`config.mk`:
```
export PLATFORM = sky130hd
export DESIGN_NAME = alu_arbiter
export DESIGN_NICKNAME = d
export VERILOG_FILES = /design/src/rtl/alu_arbiter.sv
export SDC_FILE = /design/constraint.sdc
export NUM_CORES = 1
export LEC_CHECK = 0
export CELL_PAD_IN_SITES_DETAIL_PLACEMENT = 1
export CELL_PAD_IN_SITES_GLOBAL_PLACEMENT = 1
export CORE_UTILIZATION = 32
export CTS_BUF_LIST = sky130_fd_sc_hd__clkbuf_4 sky130_fd_sc_hd__clkbuf_8
export CTS_CLUSTER_SIZE = 25
export DETAILED_ROUTE_END_ITERATION = 8
export PLACE_DENSITY = 0.81
export SYNTH_ARGS = -nofsm -noshare
export SYNTH_HDL_FRONTEND = slang
export SYNTH_SLANG_ARGS = --single-unit
```
`constraint.sdc`:
```
create_clock -name clk -period 1.9 [get_ports clk]
set_input_delay 0.285 -clock clk [delete_from_list [all_inputs] [get_ports clk]]
set_output_delay 0.285 -clock clk [all_outputs]
set_load 0.02 [all_outputs]
```
`src/rtl/alu_arbiter.sv`:
```
// Round-robin arbiter that shares one combinational ALU between two requesters.
// It runs one operation at a time and returns the registered result to the requester that issued it.
module alu_arbiter (
    input  logic        clk,
    input  logic        reset_n,
    input  logic        req_valid_0,
    input  logic        req_valid_1,
    output logic        req_ready_0,
    output logic        req_ready_1,
    input  logic [15:0] req_ain_0,
    input  logic [15:0] req_ain_1,
    input  logic [15:0] req_bin_0,
    input  logic [15:0] req_bin_1,
    input  logic [1:0]  req_op_0,
    input  logic [1:0]  req_op_1,
    output logic        rsp_valid_0,
    output logic        rsp_valid_1,
    input  logic        rsp_ready_0,
    input  logic        rsp_ready_1,
    output logic [15:0] rsp_out,
    output logic [2:0]  rsp_flags,
    output logic [15:0] alu_ain,
    output logic [15:0] alu_bin,
    output logic [1:0]  alu_op,
    input  logic [15:0] alu_out,
    input  logic        alu_z,
    input  logic        alu_v,
    input  logic        alu_n
);

    typedef enum logic [1:0] {IDLE = 2'd0, EXEC = 2'd1, RESP = 2'd2} state_t;

    state_t      state;
    logic        last;
    logic        owner;
    logic [15:0] a_q;
    logic [15:0] b_q;
    logic [1:0]  op_q;
    logic        gnt_0;
    logic        gnt_1;
    logic        rsp_done;

    // On a tie, the requester that was not served last wins.
    always_comb begin
        gnt_0 = 1'b0;
        gnt_1 = 1'b0;
        if (state == IDLE) begin
            gnt_0 = req_valid_0 && (!req_valid_1 || last);
            gnt_1 = req_valid_1 && (!req_valid_0 || !last);
        end
    end

    assign req_ready_0 = gnt_0;
    assign req_ready_1 = gnt_1;
    assign rsp_done    = (rsp_valid_0 && rsp_ready_0) || (rsp_valid_1 && rsp_ready_1);

    assign alu_ain = a_q;
    assign alu_bin = b_q;
    assign alu_op  = op_q;

    always_ff @(posedge clk or negedge reset_n) begin
        if (!reset_n) begin
            state       <= IDLE;
            last        <= 1'b1;
            owner       <= 1'b0;
            a_q         <= 16'h0000;
            b_q         <= 16'h0000;
            op_q        <= 2'b00;
            rsp_out     <= 16'h0000;
            rsp_flags   <= 3'b000;
            rsp_valid_0 <= 1'b0;
            rsp_valid_1 <= 1'b0;
        end else begin
            case (state)
                IDLE: begin
                    if (gnt_0) begin
                        a_q   <= req_ain_0;
                        b_q   <= req_bin_0;
                        op_q  <= req_op_0;
                        owner <= 1'b0;
                        state <= EXEC;
                    end else if (gnt_1) begin
                        a_q   <= req_ain_1;
                        b_q   <= req_bin_1;
                        op_q  <= req_op_1;
                        owner <= 1'b1;
                        state <= EXEC;
                    end
                end
                EXEC: begin
                    rsp_out     <= alu_out;
                    rsp_flags   <= {alu_z, alu_v, alu_n};
                    rsp_valid_0 <= !owner;
                    rsp_valid_1 <= owner;
                    state       <= RESP;
                end
                RESP: begin
                    // Result and flags stay frozen until the owner takes them.
                    if (rsp_done) begin
                        rsp_valid_0 <= 1'b0;
                        rsp_valid_1 <= 1'b0;
                        last        <= owner;
                        state       <= IDLE;
                    end
                end
                default: state <= IDLE;
            endcase
        end
    end

endmodule
```
Word level (Yosys, flattened, before mapping). Cells that the tools add are included.

Register bits after elaboration: 59. Output and inout bits: 57. Input port bits: 93. Logic and storage cells: 49.

Equality and inequality tests: 4. Muxes and demuxes: 17. Reductions and logical operators: 18.

Operators with widths (count): $mux 16 (4); $mux 2 (5); $reduce_and 2->1 (4); $pmux 2 s3 (1); $mux 1 (5); $logic_and 1x1->1 (4); $logic_not 1->1 (4); $pmux 1 s2 (2); $reduce_bool 2->1 (2); $logic_or 1x1->1 (3); $ne 3x3->1 const B (1); $eq 2x1->1 const B (1); $eq 2x2->1 const B (1); $logic_not 2->1 (1); $ne 2x2->1 const B (1).

Longest topological paths before layout.
Depth in word-level cells: 7. Gate-level depth with buffers: 5. Mapped depth without buffers: 3.

Least setup slack after synthesis. OpenSTA, ideal clock, no wires.

Path type: reg2out. Start: register last. End: output port req_ready_0. Cell stages (with the launch flop): 6. Required time: 1615 ps. Data arrival time: 1189 ps. Setup slack: 426 ps. Buffers on the path: 2. Path through: dfstp_2 nand2b_1 buf_2 nand3_4 buf_2 inv_1.

Word-level cells in the longest chain between the ends: 3.

RTL lines: start, declared (RTL line 34) `logic last;`; start signal, assigned (RTL line 102) `last <= owner;`; $logic_or 1x1->1 (RTL line 48) `gnt_0 = req_valid_0 && (!req_valid_1 || last);`; $logic_and 1x1->1 (RTL line 48); $mux 1 (RTL line 47) `if (state == IDLE) begin`; end, declared (RTL line 8) `output logic req_ready_0,`.

No other way between the ends.

Final worst setup path.
Start: register state[0]. End: output port req_ready_1.

Word-level cells in the longest chain between the ends: 2.

RTL lines: start, declared (RTL line 33) `state_t state;`; start signal, assigned (RTL line 63) `state <= IDLE;`; start signal, assigned (RTL line 81) `state <= EXEC;`; start signal, assigned (RTL line 87) `state <= EXEC;`; $logic_not 2->1 (RTL line 47); $mux 1 (RTL line 47); end, declared (RTL line 9) `output logic req_ready_1,`.

No other way between the ends.

==> run_results.csv <==
group,metric,value,unit
status,status,"complete, no violations",
worst_setup_path,path_buf_inv,1,
logic_synthesis,netlist_top_cells_count,"dfrtp_1 (58), a221o_1 (34), and4_1 (34), nor3b_2 (30), mux2_2 (14)",
power,p_int,5.21,mW
cts,worstSkewPairLatency,0.33,ns
power,p_leak,2.02,nW
sta,fin_tns_setup,0,ns
worst_setup_path,r2r_slack,0.26,ns
route,wire_per_inst,17.7,um
placement,routabilityCongestion,0.735,
logic_synthesis,syn_nets,326,
sta,hold_viol,0,
worst_setup_path,crit_type,"flop to primary output",
route,drcViolationCount,0,
logic_synthesis,synth_area,3050,um^2
logic_synthesis,dominantRegCellSynth,"dfrtp_1",
worst_setup_path,max_stage_delay,0.45,ns
sta,fmax,547,MHz
worst_setup_path,critPathArrivalTime,1.54,ns
cts,cts_buffers,9,
logic_synthesis,synth-async-reset-ratio,1.00,
flow_run,cap_violations,0,
logic_synthesis,yosysMostFrequentCell,"dfrtp_1",
cells_and_area,diodes,0,
logic_synthesis,yosysTopAreaCellShare,0.476,
power,seq_power_share,0.281,
logic_synthesis,synthCells,233,
grt,grt.total_usage,0.192,
cts,cts_tree,"yes",
worst_setup_path,path_cells,"nor2_4, and3_1, dlygate4sd2_1",
logic_synthesis,ys_ff_latch,59,
grt,grt_max_degree,60,
cells_and_area,num-nets-final,479,
cts,clk_pin_slew,0.07,ns
floorplan,rows,35,
worst_setup_path,reg2regPathDepth,5,
floorplan,core-area,9240,um^2
power,p_sw_frac,0.373,
worst_setup_path,cp-start-kind,"flop",
logic_synthesis,syn_area_per_cell,13.1,um^2
sta,holdWs,0.490,ns
cts,htree_levels,3,
placement,port_buffers,149,
logic_synthesis,yosys_warnings,0,
power,combPwrFrac,0.535,
route,first_pass_iters,4,
grt,grt_overflow,0,
cells_and_area,utilization,0.544,
grt,grt_pass1_wl,14.9,mm
placement,dp_hpwl,6.54,mm
floorplan,die_h,99.6,um
min_path,min_to,"rsp_out[15]",
sta,min_period_over_period,0.963,
logic_synthesis,seq_area_frac_synth,0.485,
grt,grt_pass1_vias,2844,
power,power_density,1660,nW/um^2
sta,timing.final.setup_violations,0,
power,max-vdd-ir-drop,0.000608,V
worst_setup_path,r2r_end,"alu_ain[5]",
worst_setup_path,r2r_start,"state[1]",
worst_setup_path,end_kind,"primary output",
sta,finClkSkew,0.0108,ns
sta,grt_setup_unrepaired,"false",
power,p_clk_frac,0.184,
worst_setup_path,cp_top_family,"flip-flops",
route,detail-route-antenna-nets,0,
logic_synthesis,synth_edf_count,0,
route,drt_iter0_drc,69,
cells_and_area,multi_input_area,1430,um^2
min_path,worstHoldPathCells,1,
cts,cts_sinks,59,
cells_and_area,synthToLayoutAreaGrowth,64.7,%
route,via_per_inst,5.09,
placement,dp_cells,503,
cells_and_area,regArea,1480,um^2
floorplan,initial_core_util,0.330,
cts,clockBufferDepth,2,
worst_setup_path,required,1.62,ns
min_path,min_from,"rsp_out[15]",
sta,maxSlewViolCount,0,
route,via_count,2646,
route,totalWireLength,9.20,mm
cells_and_area,fin_cells,520,
sta,worst_pin_slew,0.427,ns
floorplan,io_pins,150,
sta,fin_crit,1.83,ns
power,power_switching,3.10,mW
floorplan,die_width,99.6,um
worst_setup_path,cp_max_fo,5,
cells_and_area,drive_gt1_frac,0.217,
logic_synthesis,synthTopCellsByArea,"dfrtp_1 (48%), nor3b_2 (12%), a221o_1 (11%)",
grt,antenna_found_initial,0,
logic_synthesis,yosysUniqueCellTypes,28,
worst_setup_path,critical-path-slowest-cell,"dfrtp_1",
floorplan,die_area,9920,um^2
cts,cts_root_buffer,"clkbuf_8",
cells_and_area,nFillCells,963,
logic_synthesis,synth_area_leader_cell,"dfrtp_1",
min_path,min_path_type,"flop to flop",
sta,max-slew-margin-rel,0.716,
metrics by stage:
step           cell area [um^2]  total power, mW  setup slack (ns)
2_1_floorplan              3050             4.86             0.426
4_1_cts                    5020             8.43            0.0147
6_report                   5020             8.32            0.0709
5_1_grt                    5020             8.79           0.00930
3_3_place_gp               4750             6.71           -0.0674
3_5_place_dp               4750             6.89           -0.0977
repair_timing:
item / 4_1_cts / 5_1_grt
hold buffers: 1 / 0
setup buffers: 0 / 0
endpoints found under the hold margin: 58 / 0
gates resized for setup: 2 / 0
pin swaps: 0 / 1
setup endpoints to repair: 2 / 1
placed cells by master, fill, tap and decap left out, types with 2 or more instances in the layout:
master	Yosys	layout
nor3b_1	4	4
nand2_1	2	2
mux2_2	14	14
bufinv_16	0	4
nor2_1	3	3
mux2_1	6	6
clkbuf_8	0	9
a221o_1	34	34
clkbuf_4	0	2
clkdlybuf4s50_1	0	146
dfrtp_1	58	58
dlygate4sd2_1	0	2
nor2_4	1	2
buf_4	0	14
o21ai_0	2	2
and4_1	34	34
nor3b_2	30	30
inv_1	4	4
nand2b_1	3	3
buf_12	0	4
area by class of cell:
class / count / area share
timing repair buffer: 168 / 0.334
clock inverter: 5 / 0.0249
clock buffer: 11 / 0.0277
tap: 129 / 0.0321
multi-input combinational: 144 / 0.284
inverter: 4 / 0.00299
sequential: 59 / 0.294
worst max-delay path by stage:
stage                startpoint     endpoint  slack [ns]  depth (start not counted)
floorplan                  last  req_ready_0        0.43                          5
global placement    req_valid_0  req_ready_1       -0.07                          4
detailed placement  req_valid_0  req_ready_1        -0.1                          4
CTS                    state[0]  req_ready_1        0.01                          3
global route           state[0]  req_ready_1       0.009                          3
finish                 state[0]  req_ready_1        0.07                          3
registers in the layout, summed over array words and instances (netlist names):
signal and count:
rsp_flags 3, owner 1, state 2, alu_op 2
rsp_valid_0 1, alu_bin 16, last 1, rsp_out 16
rsp_valid_1 1, alu_ain 16
power groups by stage:
stage                     Combinational, mW  Clock (mW)  Sequential [mW]
after floorplan                        1.83           0             3.03
after global placement                 4.40           0             2.31
after detailed placement               4.53           0             2.35
after CTS                              4.52        1.56             2.35
after global routing                   4.75        1.62             2.43
final                                  4.45        1.53             2.34
logic make-up after synthesis:
group | after synthesis | synth area share
simple gates | 82 | 0.260
buf+inv | 30 | 0.0521
mux | 20 | 0.0739
flops | 59 | 0.485
compound gates | 42 | 0.129
routing by layer:
metal	part of all wire	global-route usage	routed length [um]
met1	0.42	0.228	3860
met3	0.049	0.0415	454
met5	0	0	0
met2	0.52	0.350	4810
met4	0.0077	0.0509	71
No activity file was read; power rests on OpenSTA's default activity.
